**config.mk**
```make
export PLATFORM = sky130hd
export DESIGN_NAME = alu_issue_ctrl
export DESIGN_NICKNAME = d
export VERILOG_FILES = /design/src/rtl/alu_pkg.sv /design/src/rtl/alu_regfile.sv /design/src/rtl/alu_issue_ctrl.sv
export SDC_FILE = /design/constraint.sdc
export NUM_CORES = 1
export LEC_CHECK = 0
export CORE_ASPECT_RATIO = 1.2
export CORE_MARGIN = 3
export CORE_UTILIZATION = 40
export CTS_CLUSTER_SIZE = 40
export DETAILED_ROUTE_END_ITERATION = 7
export PLACE_DENSITY = 0.66
export SLEW_MARGIN = 25
export SYNTH_ARGS = -nofsm -noshare
export SYNTH_HDL_FRONTEND = slang
export SYNTH_SLANG_ARGS = --single-unit
```
**constraint.sdc**
```tcl
create_clock -name clk -period 3.84 [get_ports clk]
set_input_delay 0.96 -clock clk [delete_from_list [all_inputs] [get_ports clk]]
set_output_delay 0.96 -clock clk [all_outputs]
set_load 0.01 [all_outputs]
```
**src/rtl/alu_pkg.sv**
```systemverilog
// Shared definitions for the ALU issue controller: ALU select codes, FSM
// encoding, instruction field layout and datapath defaults.
package alu_pkg;

  localparam int DATA_W  = 4;
  localparam int NREGS   = 4;
  localparam int REG_AW  = 2;
  localparam int INSTR_W = 14;

  localparam int OP_LSB     = 10;
  localparam int OP_W       = 4;
  localparam int RD_LSB     = 8;
  localparam int RS_LSB     = 6;
  localparam int IMM_EN_BIT = 5;
  localparam int RSVD_BIT   = 4;
  localparam int IMM_LSB    = 0;
  localparam int RT_LSB     = 0;

  typedef enum logic [3:0] {
    ALU_ADD  = 4'b0000,
    ALU_SUB  = 4'b0001,
    ALU_MUL  = 4'b0010,
    ALU_DIV  = 4'b0011,
    ALU_SHL  = 4'b0100,
    ALU_SHR  = 4'b0101,
    ALU_ROL  = 4'b0110,
    ALU_ROR  = 4'b0111,
    ALU_AND  = 4'b1000,
    ALU_OR   = 4'b1001,
    ALU_XOR  = 4'b1010,
    ALU_NOR  = 4'b1011,
    ALU_NAND = 4'b1100,
    ALU_XNOR = 4'b1101,
    ALU_GT   = 4'b1110,
    ALU_EQ   = 4'b1111
  } alu_sel_e;

  typedef enum logic [1:0] {
    S_IDLE      = 2'd0,
    S_OPERAND   = 2'd1,
    S_EXECUTE   = 2'd2,
    S_WRITEBACK = 2'd3
  } state_e;

  function automatic logic is_div_by_zero(input logic [OP_W-1:0] sel,
                                          input logic [DATA_W-1:0] b);
    return (sel == ALU_DIV) && (b == '0);
  endfunction

endpackage

```
**src/rtl/alu_regfile.sv**
```systemverilog
// NREGS x DATA_W register file: async-cleared flops, one write port and three
// combinational read ports (rs, rt, debug). Reads return the pre-write value.
module alu_regfile
  import alu_pkg::*;
#(
  parameter int RF_DATA_W = DATA_W,
  parameter int RF_NREGS  = NREGS,
  parameter int RF_AW     = REG_AW
) (
  input  logic                 clk,
  input  logic                 rst_n,
  input  logic                 we_i,
  input  logic [RF_AW-1:0]     waddr_i,
  input  logic [RF_DATA_W-1:0] wdata_i,
  input  logic [RF_AW-1:0]     raddr_rs_i,
  output logic [RF_DATA_W-1:0] rdata_rs_o,
  input  logic [RF_AW-1:0]     raddr_rt_i,
  output logic [RF_DATA_W-1:0] rdata_rt_o,
  input  logic [RF_AW-1:0]     raddr_dbg_i,
  output logic [RF_DATA_W-1:0] rdata_dbg_o
);

  logic [RF_DATA_W-1:0] mem_q [RF_NREGS];

  // NOTE: this storage is small flops, not a RAM macro, so it is cleared by
  // reset; a dropped instruction must leave every register at zero.
  always_ff @(posedge clk or negedge rst_n) begin
    if (!rst_n) begin
      for (int i = 0; i < RF_NREGS; i++) mem_q[i] <= '0;
    end else if (we_i) begin
      mem_q[waddr_i] <= wdata_i;
    end
  end

  assign rdata_rs_o  = mem_q[raddr_rs_i];
  assign rdata_rt_o  = mem_q[raddr_rt_i];
  assign rdata_dbg_o = mem_q[raddr_dbg_i];

endmodule

```
**src/rtl/alu_issue_ctrl.sv**
```systemverilog
// Four-cycle issue/writeback sequencer around the combinational 4-bit ALU.
// Optional divide-by-zero trap: define ALU_ISSUE_DIV0_TRAP_EN.
module alu_issue_ctrl
  import alu_pkg::*;
(
  input  logic               clk,
  input  logic               rst_n,
  input  logic               instr_valid,
  output logic               instr_ready,
  input  logic [INSTR_W-1:0] instr,
  output logic [DATA_W-1:0]  alu_a,
  output logic [DATA_W-1:0]  alu_b,
  output logic [OP_W-1:0]    alu_sel,
  input  logic [DATA_W-1:0]  alu_out,
  input  logic               alu_carry,
  output logic               wb_valid,
  output logic [REG_AW-1:0]  wb_addr,
  output logic [DATA_W-1:0]  wb_data,
  output logic               carry_flag,
  output logic               busy,
  output logic               trap,
  input  logic [REG_AW-1:0]  dbg_addr,
  output logic [DATA_W-1:0]  dbg_data
);

  state_e              state_q, state_d;
  logic [OP_W-1:0]     op_q, op_d;
  logic [REG_AW-1:0]   rd_q, rd_d;
  logic [REG_AW-1:0]   rs_q, rs_d;
  logic                imm_en_q, imm_en_d;
  logic [DATA_W-1:0]   imm_q, imm_d;
  logic [DATA_W-1:0]   alu_a_q, alu_a_d;
  logic [DATA_W-1:0]   alu_b_q, alu_b_d;
  logic [OP_W-1:0]     alu_sel_q, alu_sel_d;
  logic [REG_AW-1:0]   wb_addr_q, wb_addr_d;
  logic [DATA_W-1:0]   wb_data_q, wb_data_d;
  logic                carry_q, carry_d;

  logic [DATA_W-1:0]   rf_rs_data, rf_rt_data;
  logic                div0;
  logic                wb_fire;
  logic                unused_rsvd;

  // The reserved instruction bit carries no meaning.
  assign unused_rsvd = instr[RSVD_BIT];

  alu_regfile u_regfile (
    .clk         (clk),
    .rst_n       (rst_n),
    .we_i        (wb_fire),
    .waddr_i     (wb_addr_q),
    .wdata_i     (wb_data_q),
    .raddr_rs_i  (rs_q),
    .rdata_rs_o  (rf_rs_data),
    .raddr_rt_i  (imm_q[RT_LSB +: REG_AW]),
    .rdata_rt_o  (rf_rt_data),
    .raddr_dbg_i (dbg_addr),
    .rdata_dbg_o (dbg_data)
  );

`ifdef ALU_ISSUE_DIV0_TRAP_EN
  assign div0 = is_div_by_zero(alu_sel_q, alu_b_q);
`else
  assign div0 = 1'b0;
`endif

  assign wb_fire = (state_q == S_WRITEBACK) && !div0;

  // NOTE: combinational next-state logic uses blocking assignments with every
  // target defaulted first, so no latch can be inferred; only the flop
  // process below uses non-blocking assignments.
  always_comb begin
    state_d   = state_q;
    op_d      = op_q;
    rd_d      = rd_q;
    rs_d      = rs_q;
    imm_en_d  = imm_en_q;
    imm_d     = imm_q;
    alu_a_d   = alu_a_q;
    alu_b_d   = alu_b_q;
    alu_sel_d = alu_sel_q;
    wb_addr_d = wb_addr_q;
    wb_data_d = wb_data_q;
    carry_d   = carry_q;

    unique case (state_q)
      S_IDLE: begin
        if (instr_valid) begin
          op_d     = instr[OP_LSB +: OP_W];
          rd_d     = instr[RD_LSB +: REG_AW];
          rs_d     = instr[RS_LSB +: REG_AW];
          imm_en_d = instr[IMM_EN_BIT];
          imm_d    = instr[IMM_LSB +: DATA_W];
          state_d  = S_OPERAND;
        end
      end
      S_OPERAND: begin
        alu_a_d   = rf_rs_data;
        alu_b_d   = imm_en_q ? imm_q : rf_rt_data;
        alu_sel_d = op_q;
        state_d   = S_EXECUTE;
      end
      S_EXECUTE: begin
        wb_data_d = alu_out;
        wb_addr_d = rd_q;
        state_d   = S_WRITEBACK;
      end
      S_WRITEBACK: begin
        // The ALU inputs are still held, so its carry is still valid here.
        if (wb_fire && (alu_sel_q == ALU_ADD)) carry_d = alu_carry;
        state_d = S_IDLE;
      end
      default: state_d = S_IDLE;
    endcase
  end

  always_ff @(posedge clk or negedge rst_n) begin
    if (!rst_n) begin
      state_q   <= S_IDLE;
      op_q      <= '0;
      rd_q      <= '0;
      rs_q      <= '0;
      imm_en_q  <= 1'b0;
      imm_q     <= '0;
      alu_a_q   <= '0;
      alu_b_q   <= '0;
      alu_sel_q <= '0;
      wb_addr_q <= '0;
      wb_data_q <= '0;
      carry_q   <= 1'b0;
    end else begin
      state_q   <= state_d;
      op_q      <= op_d;
      rd_q      <= rd_d;
      rs_q      <= rs_d;
      imm_en_q  <= imm_en_d;
      imm_q     <= imm_d;
      alu_a_q   <= alu_a_d;
      alu_b_q   <= alu_b_d;
      alu_sel_q <= alu_sel_d;
      wb_addr_q <= wb_addr_d;
      wb_data_q <= wb_data_d;
      carry_q   <= carry_d;
    end
  end

  assign instr_ready = (state_q == S_IDLE);
  assign busy        = (state_q != S_IDLE);
  assign alu_a       = alu_a_q;
  assign alu_b       = alu_b_q;
  assign alu_sel     = alu_sel_q;
  assign wb_valid    = wb_fire;
  assign wb_addr     = wb_addr_q;
  assign wb_data     = wb_data_q;
  assign carry_flag  = carry_q;
  assign trap        = (state_q == S_WRITEBACK) && div0;

endmodule

```
==> flow_metrics.tcl <==
set metrics [dict create \
    grt_pass1_vias 1441 \
    postRouteAntennaNets 0 \
    coreArea_mm2 0.00544 \
    portBuffers 48 \
    syn_nets 178 \
    synthCells 150 \
    rows 29 \
    htree_levels 2 \
    cts_tree "done" \
    layoutNonFillerInstCount 260 \
    min_period_over_period_pct 93.8 \
    dr_wl_met3_um 161 \
    hp-class "reg -> reg" \
    final.setup.tns_ns 0 \
    worst_ep_required_time_ns 2.88 \
    yosysWarnings 0 \
    slew_headroom_pct 58.0 \
    layout_common_cells "dfrtp_1, clkdlybuf4s50_1, mux2_2" \
    drcViolationCount 0 \
    setup_viol 0 \
    num_antenna_cells 0 \
    grt_first_pass_wirelength_um 7020 \
    post_drt_wl_per_cell_um 16.5 \
    fp.dieH_um 89.1 \
    path_clk_slew_ns 0.08 \
    synth_area_leaders "dfrtp_1, mux2_2, mux4_2, mux4_1, ha_1" \
    critical_path_class "in -> out" \
    overflow 0 \
    cp-start-kind "input port" \
    critPathArrivalTime_ns 2.64 \
    hold_violations 0 \
    routabilityCongestion 0.738 \
    ys_ff_latch 50 \
    period_needed_ns 3.60 \
    cts_hold_buf 0 \
    die_area_mm2 0.00671 \
    drt-total-wl_um 4290 \
    dpl.hpwl_um 3270 \
    mostFrequentLayoutCell "dfrtp_1" \
    track_usage_pct 13.9 \
    synth-seq-area-share_pct 54.3 \
    power.leakage_nw 1.22 \
    routed.top_layer "met4" \
    num_io_pins 51 \
    post_cts_buffers 0 \
    drt_pass1_iterations 4 \
    power.density_mw_per_mm2 865 \
    wl_met2_um 2240 \
    grt_setup_unrepaired "no" \
    cts.sinks 50 \
    finish.net_count 225 \
    clockBufferDepth 2 \
    wl_met1_um 1830 \
    syn_area_mm2 0.00230 \
    insertion_delay_ns 0.29 \
    worstMarginPinSlew_ns 0.628 \
    ir_worst_vdd_mv 0.288 \
    grt_max_degree 51 \
    cts_buffers 5 \
    drive_gt1_share_pct 30.8 \
    yosysTopAreaCell "dfrtp_1" \
    vias 1383 \
    postCtsResizedCells 0 \
    start_util_pct 42.3 \
    ys_types 24 \
    vias_per_cell 5.32 \
    max-cap-violations 0 \
    cp_max_fo 4 \
    endpoint_kind "output port" \
    yosys.area.top_type_share_pct 54.3 \
    skew_ns 0.00304 \
    drtIter0Drc 70 \
    cts-root-buf "clkbuf_8" \
    area_growth_pct 26.4 \
    avgSynthCellArea_um2 15.4 \
    drv_slew 0 \
    max_freq_mhz 278 \
    status "finished clean" \
    die_x_um 75.3 \
    antenna_found_initial 0 \
    placed_cells 252 \
]
[cell type report]
class | instances | area (µm²)
clock buffers | 6 | 72.6
well taps | 62 | 77.6
fillers | 444 | 2530
flip-flops and latches | 50 | 1250
repair buffers | 48 | 478
inverters | 3 | 11.3
clock inverters | 2 | 37.5
multi-input cells | 89 | 983
[cell usage after synthesis]
| library cell | instances |
|---|---|
| conb_1 | 1 |
| o21ai_0 | 3 |
| nor3b_2 | 1 |
| a21oi_1 | 3 |
| or3_1 | 2 |
| mux4_1 | 4 |
| nor4_1 | 1 |
| o31ai_1 | 1 |
| nand2_1 | 2 |
| mux4_2 | 6 |
| clkbuf_1 | 2 |
| clkbuf_8 | 2 |
| nand3b_1 | 2 |
| a31oi_1 | 2 |
| mux2_2 | 46 |
| nand3_1 | 1 |
| mux2i_1 | 4 |
| buf_2 | 2 |
| nor2_1 | 6 |
| dfrtp_1 | 50 |
| inv_1 | 3 |
| buf_4 | 1 |
| ha_1 | 4 |
| clkbuf_2 | 1 |
[through the flow]
step | hold WS, ns | total power [W] | instance area (µm²) | worst slack [ns] | utilization [%]
3_3_place_gp | 0.482 | 0.00214 | 2800 | 0.222 | 51.4
4_1_cts | 0.509 | 0.00256 | 2910 | 0.221 | 53.4
2_1_floorplan | 0.474 | 0.00174 | 2300 | 1.41 | -
3_5_place_dp | 0.489 | 0.00220 | 2800 | 0.221 | 51.4
5_1_grt | 0.527 | 0.00269 | 2910 | 0.162 | 53.5
6_report | 0.514 | 0.00252 | 2910 | 0.238 | 53.5
[per-layer routing]
metal	up-vias	GRT usage, %
met4	0	4.29
li1	648	-
met3	7	3.37
met1	700	17.3
met2	28	23.8
met5	-	0
[logic make-up after synthesis]
logic type	Yosys count	share of synthesized area, %
mux	60	34.7
flops	50	54.3
simple gates	15	3.53
buf+inv	11	2.99
compound gates	9	2.17
fa+ha+maj	4	2.17
other cells	1	0.163
[final timing paths]
check / from / to / slack, ns / cells past startpoint
max in group asynchronous: rst_n / rd_q[0] / 2.75 / 1
worst max-delay path: dbg_addr[0] / dbg_data[1] / 0.24 / 3
worst min-delay path: rd_q[1] / wb_addr[1] / 0.51 / 1
min in group asynchronous: rst_n / alu_b[3] / 0.67 / 1
worst max register to register: state_q[0] / imm_q[3] / 2.09 / 4
worst min register to register: rd_q[1] / wb_addr[1] / 0.51 / 1
[state kept, by name, summed over array words and instances (netlist names)]
| register | count |
|---|---|
| rd_q | 2 |
| rs_q | 2 |
| u_regfile.mem_q | 16 |
| wb_addr | 2 |
| imm_q | 4 |
| wb_data | 4 |
| alu_b | 4 |
| op_q | 4 |
| alu_sel | 4 |
| alu_a | 4 |
| imm_en_q | 1 |
| state_q | 2 |
| carry_flag | 1 |
[worst max-delay path, cell delays in order]
cell	delay [ns]
clkdlybuf4s50_1	0.63
mux4_2	0.56
clkdlybuf4s50_1	0.50
[where the power goes]
group	total, W	leakage [nW]	switching (W)	internal, W
registers	0.00106	0.597	0.000258	0.000800
logic	0.00110	0.569	0.000380	0.000724
clock network	0.000358	0.0514	0.000163	0.000194
total	0.00252	1.22	0.000802	0.00172
Note: power is estimated with default switching activity, not from simulation.
